$ cat src/rtl/uart_rx_frontend.sv
// UART receiver front end: 2-FF line synchronizer, start-bit qualification, 8N1/8E1 framing.
// Emits each byte with a one-cycle valid strobe plus parity and framing error flags.
module uart_rx_frontend #(
  parameter int unsigned CLK_FREQ = 10_000_000,
  parameter int unsigned BAUDRATE = 115200
) (
  input  logic       clk_i,
  input  logic       resetn_i,
  input  logic       rx_i,
  input  logic       parity_en_i,
  output logic [7:0] data_o,
  output logic       valid_o,
  output logic       parity_err_o,
  output logic       frame_err_o,
  output logic       busy_o
);

  localparam int unsigned DIV  = CLK_FREQ / BAUDRATE;
  localparam int unsigned HALF = DIV / 2;
  localparam int unsigned CW   = (DIV > 2) ? $clog2(DIV) : 1;

  localparam logic [CW-1:0] DivLast  = CW'(DIV - 1);
  localparam logic [CW-1:0] HalfLast = CW'(HALF - 1);

  localparam logic [2:0] StIdle   = 3'd0;
  localparam logic [2:0] StStart  = 3'd1;
  localparam logic [2:0] StData   = 3'd2;
  localparam logic [2:0] StParity = 3'd3;
  localparam logic [2:0] StStop   = 3'd4;

  logic          rx_meta_q, rxs_q, rxs_prev_q;
  logic [2:0]    state_q, state_d;
  logic [CW-1:0] cnt_q, cnt_d;
  logic [2:0]    bit_q, bit_d;
  logic [7:0]    sh_q, sh_d;
  logic          pen_q, pen_d;
  logic          perr_q, perr_d;
  logic [7:0]    data_q, data_d;
  logic          valid_q, valid_d;
  logic          perr_out_q, perr_out_d;
  logic          ferr_q, ferr_d;

  // Synchronizer and edge history idle high so a quiet line never looks like a start.
  always_ff @(posedge clk_i or negedge resetn_i) begin
    if (!resetn_i) begin
      rx_meta_q  <= 1'b1;
      rxs_q      <= 1'b1;
      rxs_prev_q <= 1'b1;
    end else begin
      rx_meta_q  <= rx_i;
      rxs_q      <= rx_meta_q;
      rxs_prev_q <= rxs_q;
    end
  end

  always_comb begin
    state_d    = state_q;
    cnt_d      = cnt_q;
    bit_d      = bit_q;
    sh_d       = sh_q;
    pen_d      = pen_q;
    perr_d     = perr_q;
    data_d     = data_q;
    valid_d    = 1'b0;
    perr_out_d = perr_out_q;
    ferr_d     = ferr_q;
    unique case (state_q)
      StIdle: begin
        if (rxs_prev_q && !rxs_q) begin
          state_d = StStart;
          cnt_d   = '0;
        end
      end
      StStart: begin
        if (cnt_q == HalfLast) begin
          cnt_d = '0;
          if (!rxs_q) begin
            pen_d   = parity_en_i;
            bit_d   = '0;
            state_d = StData;
          end else begin
            state_d = StIdle;
          end
        end else begin
          cnt_d = cnt_q + 1'b1;
        end
      end
      StData: begin
        if (cnt_q == DivLast) begin
          sh_d  = {rxs_q, sh_q[7:1]};
          bit_d = bit_q + 1'b1;
          cnt_d = '0;
          if (bit_q == 3'd7) begin
            state_d = pen_q ? StParity : StStop;
          end
        end else begin
          cnt_d = cnt_q + 1'b1;
        end
      end
      StParity: begin
        if (cnt_q == DivLast) begin
          perr_d  = rxs_q ^ (^sh_q);
          cnt_d   = '0;
          state_d = StStop;
        end else begin
          cnt_d = cnt_q + 1'b1;
        end
      end
      StStop: begin
        // Back to idle at the stop mid-sample so a zero-gap next start edge is caught.
        if (cnt_q == DivLast) begin
          cnt_d      = '0;
          state_d    = StIdle;
          valid_d    = 1'b1;
          data_d     = sh_q;
          perr_out_d = pen_q & perr_q;
          ferr_d     = ~rxs_q;
        end else begin
          cnt_d = cnt_q + 1'b1;
        end
      end
      default: begin
        state_d = StIdle;
        cnt_d   = '0;
      end
    endcase
  end

  always_ff @(posedge clk_i or negedge resetn_i) begin
    if (!resetn_i) begin
      state_q    <= StIdle;
      cnt_q      <= '0;
      bit_q      <= '0;
      sh_q       <= '0;
      pen_q      <= 1'b0;
      perr_q     <= 1'b0;
      data_q     <= '0;
      valid_q    <= 1'b0;
      perr_out_q <= 1'b0;
      ferr_q     <= 1'b0;
    end else begin
      state_q    <= state_d;
      cnt_q      <= cnt_d;
      bit_q      <= bit_d;
      sh_q       <= sh_d;
      pen_q      <= pen_d;
      perr_q     <= perr_d;
      data_q     <= data_d;
      valid_q    <= valid_d;
      perr_out_q <= perr_out_d;
      ferr_q     <= ferr_d;
    end
  end

  assign data_o       = data_q;
  assign valid_o      = valid_q;
  assign parity_err_o = perr_out_q;
  assign frame_err_o  = ferr_q;
  assign busy_o       = (state_q != StIdle);

endmodule

$ cat config.mk
export PLATFORM = sky130hd
export DESIGN_NAME = uart_rx_frontend
export DESIGN_NICKNAME = d
export VERILOG_FILES = /design/src/rtl/uart_rx_frontend.sv
export SDC_FILE = /design/constraint.sdc
export NUM_CORES = 1
export LEC_CHECK = 0
export ABC_AREA = 1
export CAP_MARGIN = 25
export CELL_PAD_IN_SITES_DETAIL_PLACEMENT = 0
export CELL_PAD_IN_SITES_GLOBAL_PLACEMENT = 1
export CORE_MARGIN = 3
export CORE_UTILIZATION = 47
export CTS_CLUSTER_SIZE = 40
export DETAILED_ROUTE_END_ITERATION = 10
export DONT_BUFFER_PORTS = 1
export PLACE_DENSITY_LB_ADDON = 0.1
export SLEW_MARGIN = 10
export SYNTH_ARGS = -nofsm -noshare
export SYNTH_HDL_FRONTEND = slang
export SYNTH_SLANG_ARGS = --single-unit
$ cat constraint.sdc
create_clock -name clk_i -period 2.25 [get_ports clk_i]
set_clock_uncertainty 0.2 [all_clocks]
set_input_delay 0.3375 -clock clk_i [delete_from_list [all_inputs] [get_ports clk_i]]
set_output_delay 0.3375 -clock clk_i [all_outputs]
set_load 0.005 [all_outputs]
==> results of run 1 <==
-- per-stage QoR --
stage	total power, mW	cell area [sq um]	hold WS [ps]	utilization, %	instances
after CTS	1.78	2040	8.11	54.2	279
after global placement	1.27	1910	-157	50.7	268
after floorplan	1.18	1880	-158	-	222
final	1.75	2040	13.6	54.2	279
after global routing	1.88	2040	20.9	54.2	279
after detailed placement	1.28	1910	-157	50.7	268
-- final cells by class --
cell class              count  area [sq um]  area share, %
flip-flops and latches     37           930           45.5
inverters                  26           100           4.90
well taps                  48          60.1           2.94
clock inverters             3          22.5           1.10
repair buffers              3          40.0           1.96
clock buffers               5          68.8           3.37
multi-input cells         157           823           40.3
-- where the power goes --
group | internal (mW) | leakage (nW) | switching (mW)
Combinational | 0.160 | 0.462 | 0.338
Sequential | 0.722 | 0.497 | 0.0640
Clock | 0.219 | 0.0481 | 0.248
-- what timing repair did --
item	CTS	global route
hold buffers	3	0
gates resized for setup	0	0
hold endpoints to repair	38	0
-- flip-flops by register name, indices dropped and copies added (netlist names) --
register / count
data_o: 8
sh_q: 8
valid_o: 1
state_q: 3
parity_err_o: 1
cnt_q: 7
pen_q: 1
bit_q: 3
rxs_prev_q: 1
rxs_q: 1
rx_meta_q: 1
perr_q: 1
frame_err_o: 1
-- critical path, stage by stage (launching register included) --
cell,delay (ps)
dfrtp_1,420
inv_1,80
ha_1,190
nand4_4,190
nor2_4,350
nor2_1,140
nand2_1,80
o31ai_1,60
-- cell families (layout without fill, tap and decap cells) --
kind of cell    after synthesis  in the layout  synth area share, %
buf+inv                      28             37                 6.97
xor+xnor                      1              1                0.465
simple gates                122            122                 30.1
compound gates               29             29                 9.76
flops                        37             37                 49.3
fa+ha+maj                     5              5                 3.32
-- synthesized netlist by cell type (all sizes together) --
cell type / n
nor3: 6
nor2: 21
o31ai: 1
nand2: 79
o22ai: 2
nand4: 1
dfrtp: 34
inv: 26
nand3: 13
dfstp: 3
nor4: 1
ha: 5
a21oi: 6
xor2: 1
o21ai: 20
buf: 2
or2: 1
-- per-layer routing --
layer	GRT usage [%]	up-vias	share of wire (%)
li1	-	716	-
met1	20.8	687	47
met2	25.3	27	47
met3	5.36	7	4.5
met4	8.24	0	2.0
met5	0	-	0
-- worst paths after layout --
kind | slack [ps] | end
setup / recovery | 430 | bit_q[0]$_DFFE_PN0P_
min in group asynchronous | 310 | sh_q[2]$_DFFE_PN0P_
hold reg to reg | 160 | rxs_q$_DFF_PN1_
max in group asynchronous | 1280 | rx_meta_q$_DFF_PN1_
hold / removal | 10 | pen_q$_DFFE_PN0P_
setup reg to reg | 430 | bit_q[0]$_DFFE_PN0P_
==> impl_metrics.json, run 1 <==
{
  "final.setup.worst_slack_ps": 435,
  "status": "finished, final reports clean",
  "timing.final.hold_violations": 0,
  "fin_nets": 239,
  "required_ps": 2230,
  "port_buffers": 0,
  "cellLeakagePower_nw": 1.01,
  "holdCritStartpoint": "parity_en_i",
  "hpwlAfterDp_um": 2660,
  "grt_max_degree": 38,
  "ctsLongestPathBuffers": 2,
  "fp.dieH_um": 69.3,
  "startpoint": "cnt_q[1]$_DFFE_PN0N_",
  "cts.htree.levels": 2,
  "grt_usage_pct": 16.5,
  "end_kind": "flip-flop",
  "final_cell_mix": "75 x nand2_1, 34 x dfrtp_1, 23 x inv_1",
  "fp.dieW_um": 69.3,
  "syn-cell-area_sq_um": 1880,
  "vias": 1437,
  "drive_above_1_share_pct": 15.6,
  "whs_path_depth": 2,
  "cts_tree": "yes",
  "pre_cts_slack_ps": 435,
  "cts_setup_buffers": 0,
  "root_buffer": "clkbuf_8",
  "cap_violations": 0,
  "r2r_cells": 7,
  "fmax_mhz": 551,
  "start_util_pct": 50.0,
  "gr-total-overflow": 0,
  "die-area_sq_um": 4800,
  "first_pass_iters": 4,
  "syn_inst": 222,
  "grt_antenna_before_repair": 0,
  "synth.yosys.warnings": 0,
  "setup_violations": 0,
  "coreArea_sq_um": 3770,
  "ant_nets": 0,
  "fillers": 325,
  "finalSetupTns_ps": 0,
  "synth_top_area_share_pct": 45.2,
  "synth_top_area_cell": "dfrtp_1",
  "grt_pass1_wl_um": 6310,
  "worst_pin_slew_ps": 367,
  "critPathLaunchType": "flip-flop",
  "ys_seq_area_share_pct": 49.3,
  "path_class": "flip-flop to flip-flop",
  "ioPinCount": 16,
  "period_share_pct": 80.7,
  "routed_wl_um": 3560,
  "clkTransAtPathRegs_ps": 80,
  "synth_fp_nets": 231,
  "r2r_start": "cnt_q[1]$_DFFE_PN0N_",
  "worstPathArrival_ps": 1790,
  "syn_avg_cell_area_sq_um": 8.49,
  "area_growth_pct": 8.50,
  "n_antenna_cell": 0,
  "cp_max_fo": 19,
  "rsz0062_at_grt": "false",
  "holdCritPathClass": "input port to flip-flop",
  "final_common_cell": "nand2_1",
  "yosys_register_bits": 37,
  "first_global_vias": 1386,
  "place_congestion": 0.790,
  "slew_headroom_pct": 75.5,
  "num_rows": 22,
  "cts_buffers": 5,
  "drc": 0,
  "synth_cell_types": 27,
  "clk_latency_ps": 290,
  "clock-sinks": 37,
  "drt_iter0_drc": 83,
  "period_minus_slack_ps": 1820,
  "synth_area_leaders": "dfrtp_1 45%, nand2_1 15%, inv_1 4.6%",
  "post_drt_wl_per_cell_um": 12.8,
  "vdd_drop_max_v": 0.000473,
  "power_density_nw_per_um2": 857,
  "viasPerCell": 5.15,
  "final_max_slew_viol_count": 0
}
No activity file was read; power rests on OpenSTA's default activity.
==> run 2: changes to the inputs <==
Settings changed: CORE_UTILIZATION 47 to 42.
Clock period 2.25 ns to 1.6 ns, I/O delays scaled along.
==> run 2 against run 1 <==
The flow now finishes with violations (setup timing). Non-clock buffer count rose by 19. Wire length is 4.5% higher. Combinational power is 96% higher. Die area up 11%. Setup slack worse by 500 ps. Largest power group unchanged. Highest routed layer unchanged.
==> impl_metrics.json, run 2 (synthesis gave the netlist of run 1 again) <==
{
  "worstPathArrival_ps": 1640,
  "final_common_cell": "nand2_1",
  "final.setup.worst_slack_ps": -68.9,
  "finish.instance_area_sq_um": 2320,
  "clock-sinks": 37,
  "finalSetupTns_ps": -1050,
  "port_buffers": 0,
  "routed_wl_um": 3730,
  "cts.htree.levels": 2,
  "drt_iter0_drc": 124,
  "hpwlAfterDp_um": 2530,
  "rrSetupSlack_ps": -70,
  "worst_pin_slew_ps": 236,
  "post_drt_wl_per_cell_um": 12.4,
  "coreArea_sq_um": 4170,
  "cap_violations": 0,
  "required_ps": 1570,
  "clkTransAtPathRegs_ps": 70,
  "setup_violations": 24,
  "r2r_start": "cnt_q[1]$_DFFE_PN0N_",
  "grt_usage_pct": 15.4,
  "vias": 1485,
  "root_buffer": "clkbuf_8",
  "final_cell_mix": "72 x nand2_1, 30 x dfrtp_1, 19 x inv_1",
  "ctsLongestPathBuffers": 2,
  "end_kind": "flip-flop",
  "n_antenna_cell": 0,
  "r2r_end": "sh_q[1]$_DFFE_PN0P_",
  "place_congestion": 0.848,
  "cts_buffers": 5,
  "ioPinCount": 16,
  "final_core_util_pct": 55.6,
  "vdd_drop_max_v": 0.00127,
  "first_global_vias": 1433,
  "viasPerCell": 4.95,
  "fp.dieH_um": 73.0,
  "grt_pass1_wl_um": 6360,
  "path_class": "flip-flop to flip-flop",
  "status": "complete, but fails checks",
  "period_minus_slack_ps": 1670,
  "grt_max_degree": 38,
  "area_growth_pct": 23.2,
  "fp.dieW_um": 73.0,
  "pre_cts_slack_ps": -33.5,
  "place_area_sq_um": 2000,
  "gr-total-overflow": 0,
  "ant_nets": 0,
  "fillers": 375,
  "period_share_pct": 104,
  "num_rows": 23,
  "timing.final.hold_violations": 0,
  "whs_path_depth": 0,
  "final_max_slew_viol_count": 0,
  "cp_max_fo": 9,
  "holdCritPathClass": "flip-flop to flip-flop",
  "first_pass_iters": 4,
  "grt_antenna_before_repair": 0,
  "violations": "setup timing",
  "fmax_mhz": 599,
  "critPathLaunchType": "flip-flop",
  "drive_above_1_share_pct": 29.2,
  "holdCritStartpoint": "rx_meta_q$_DFF_PN1_",
  "cellLeakagePower_nw": 1.10,
  "drc": 0,
  "fin_nets": 258,
  "cts_tree": "yes",
  "min_to": "rxs_q$_DFF_PN1_",
  "clk_latency_ps": 280,
  "power_density_nw_per_um2": 1190,
  "place_inst": 279,
  "rsz0062_at_grt": "true",
  "final_cells": 300,
  "die-area_sq_um": 5330,
  "r2r_cells": 7,
  "start_util_pct": 45.2,
  "slew_headroom_pct": 84.2
}
## run 2: how the worst max path moves through the flow
stage,end,depth (start not counted),startpoint
after detailed placement,state_q[1]$_DFFE_PN0P_,8,cnt_q[0]$_DFFE_PN0N_
after global routing,cnt_q[6]$_DFFE_PN0N_,9,cnt_q[0]$_DFFE_PN0N_
after global placement,bit_q[0]$_DFFE_PN0P_,7,state_q[0]$_DFFE_PN0P_
after floorplan,parity_err_o$_DFFE_PN0P_,8,cnt_q[1]$_DFFE_PN0N_
final,sh_q[1]$_DFFE_PN0P_,7,cnt_q[1]$_DFFE_PN0N_
after CTS,cnt_q[6]$_DFFE_PN0N_,10,cnt_q[1]$_DFFE_PN0N_
## run 2: power by group
group	switching [mW]	internal [mW]	total, mW	leakage, nW
registers	0.110	1.02	1.13	0.492
clock network	0.303	0.351	0.654	0.0455
logic	0.579	0.397	0.976	0.567
## run 2: final cells by class
class                           instances  area, sq um  area share (%)
Timing Repair Buffer                   22          219            9.43
Tap cell                               50         62.6            2.70
Clock buffer                            8         90.1            3.88
Inverter                               26          103            4.42
Multi-Input combinational cell        157          912            39.3
Sequential cell                        37          935            40.3
## run 2: per-layer routing
layer / track usage [%] / wire [um] / vias to the layer above
met1: 19.9 / 1730 / 699
met3: 4.41 / 180 / 2
li1: - / - / 754
met2: 24.7 / 1800 / 30
met4: 4.92 / 20 / 0
met5: 0 / 0 / -
## run 2: worst max-delay path, stage by stage (launching register included)
cell,delay [ps]
dfrtp_1,390
inv_1,120
ha_4,150
nand4_4,110
buf_4,180
nor2_4,150
clkbuf_16,180
o21ai_0,70
## run 2: repair_timing
action / 4_1_cts / 5_1_grt
setup endpoints to repair: 3 / 32
endpoints found under the hold margin: 39 / 0
hold buffers: 4 / 0
pin swaps: 6 / 6
setup buffers: 5 / 3
cloned: 0 / 1
gates resized for setup: 7 / 22
## run 2: stage by stage
step	power, mW	hold slack [ps]
floorplan	1.66	-256
global placement	1.89	-255
detailed placement	1.91	-255
CTS	2.64	163
global route	2.95	164
finish	2.76	163
==> run 3: changes to the inputs <==
Settings changed: SKIP_LAST_GASP set to 1.
==> run 3 against run 2 <==
The run still ends with setup timing left. Core utilization shrank 0.36 points. Clock-buffer cell count is the same. Register-to-register slack worse by 20 ps. Sequential cell count unchanged. Power decreased by 0.47%. Combinational power down 0.7%. Cell count unchanged. Global-route usage unchanged. Fmax shrank 1.3%. Clock power is essentially flat. Critical path type unchanged.
==> impl_metrics.json, run 3 (synthesis gave the netlist of run 1 again) <==
{
  "status": "complete, but fails checks",
  "violations": "setup timing",
  "first_global_vias": 1433,
  "comb_power_share_pct": 35.2,
  "swShare_pct": 35.8,
  "cts.htree.levels": 2,
  "worstPathArrival_ps": 1660,
  "coreArea_sq_um": 4170,
  "setup_violations": 24,
  "seqPwrFrac_pct": 41.0,
  "area_growth_pct": 22.4,
  "cts_tree": "yes",
  "ctsLongestPathBuffers": 2,
  "routed_wl_um": 3750,
  "fp.dieH_um": 73.0,
  "final.setup.worst_slack_ps": -90.7,
  "rsz0062_at_grt": "true",
  "die-area_sq_um": 5330,
  "clkPwrFrac_pct": 23.8,
  "required_ps": 1570,
  "grt_antenna_before_repair": 0,
  "cellLeakagePower_nw": 1.10,
  "fp.dieW_um": 73.0,
  "start_util_pct": 45.2,
  "period_minus_slack_ps": 1690,
  "slew_headroom_pct": 84.2,
  "worst_pin_slew_ps": 236,
  "cts_buffers": 5,
  "final_cell_mix": "72 x nand2_1, 30 x dfrtp_1, 20 x inv_1",
  "num_rows": 23,
  "fmax_mhz": 591,
  "place_congestion": 0.848,
  "post_drt_wl_per_cell_um": 12.5,
  "drc": 0,
  "critPathLaunchType": "flip-flop",
  "fin_nets": 258,
  "n_antenna_cell": 0,
  "cp_max_fo": 9,
  "clock-sinks": 37,
  "ant_nets": 0,
  "vias": 1488,
  "final_common_cell": "nand2_1",
  "drive_above_1_share_pct": 28.4,
  "cap_violations": 0,
  "finish.instance_area_sq_um": 2310,
  "port_buffers": 0,
  "grt_pass1_wl_um": 6360,
  "place_area_sq_um": 2000,
  "end_kind": "flip-flop",
  "first_pass_iters": 5,
  "timing.final.hold_violations": 0,
  "period_share_pct": 106,
  "holdCritPathClass": "flip-flop to flip-flop",
  "final_max_slew_viol_count": 0,
  "p_switching_uw": 986,
  "final_cells": 300,
  "path_class": "flip-flop to flip-flop",
  "clk_latency_ps": 280,
  "grt_max_degree": 38,
  "vdd_drop_max_v": 0.00124,
  "power_density_nw_per_um2": 1190,
  "place_inst": 279,
  "root_buffer": "clkbuf_8",
  "gr-total-overflow": 0,
  "drt_iter0_drc": 109,
  "hpwlAfterDp_um": 2530,
  "clkTransAtPathRegs_ps": 70,
  "grt_usage_pct": 15.4,
  "ioPinCount": 16,
  "final_core_util_pct": 55.3,
  "finalSetupTns_ps": -1540,
  "viasPerCell": 4.96,
  "internal_power_mw": 1.76
}
==> run 3: cell counts in the layout (fill, tap and decap cells not counted) <==
Identical to the previous run, type by type.
==> run 3: power by group through the flow <==
stage	logic (mW)	registers, mW	clock network [mW]
after floorplan	0.557	1.10	0
after global placement	0.781	1.11	0
after detailed placement	0.799	1.11	0
after CTS	0.866	1.10	0.682
after global routing	1.07	1.14	0.720
final	0.969	1.13	0.654
==> run 3: final cells by class <==
cell class                      count  area [sq um]
Fill cell                         378          1870
Sequential cell                    37           935
Multi-Input combinational cell    157           897
Timing Repair Buffer               22           219
Inverter                           26           103
Clock buffer                        8          90.1
Tap cell                           50          62.6
==> run 3: metrics by stage <==
step | setup slack [ps] | total power, mW | hold WS (ps)
2_1_floorplan | 22.6 | 1.66 | -256
3_3_place_gp | -6.39 | 1.89 | -255
3_5_place_dp | -33.5 | 1.91 | -255
4_1_cts | -24.0 | 2.64 | 163
5_1_grt | -161 | 2.93 | 164
6_report | -90.7 | 2.75 | 163
==> run 3: worst paths after layout <==
check | cells after the start | slack, ps | endpoint | start
max in group asynchronous | 2 | 740 | rxs_prev_q$_DFF_PN1_ | resetn_i
max reg2reg | 7 | -90 | sh_q[1]$_DFFE_PN0P_ | cnt_q[1]$_DFFE_PN0N_
max | 7 | -90 | sh_q[1]$_DFFE_PN0P_ | cnt_q[1]$_DFFE_PN0N_
min in group asynchronous | 2 | 210 | data_o[2]$_DFFE_PN0P_ | resetn_i
min reg2reg | 0 | 160 | rxs_q$_DFF_PN1_ | rx_meta_q$_DFF_PN1_
min | 0 | 160 | rxs_q$_DFF_PN1_ | rx_meta_q$_DFF_PN1_
==> run 3: critical path, cell delays in order (launching register included) <==
cell and delay, ps:
dfrtp_1 390, inv_1 90, ha_2 200, nand4_4 120, buf_4 180, nor2_4 150, clkbuf_16 180, o21ai_0 70
==> run 3: what timing repair did <==
action | CTS | global route
setup endpoints to repair | 3 | 32
cloned | 0 | 1
setup buffers | 5 | 3
pin swaps | 6 | 6
gates resized for setup | 7 | 19
hold endpoints to repair | 39 | 0
hold buffers | 4 | 0
==> run 3: per-layer routing <==
| layer | vias up | part of all wire, % | GRT usage [%] |
|---|---|---|---|
| met3 | 4 | 4.7 | 4.41 |
| met4 | 0 | 0.88 | 4.92 |
| met2 | 32 | 48 | 24.7 |
| met5 | - | 0 | 0 |
| li1 | 755 | - | - |
| met1 | 697 | 47 | 19.9 |
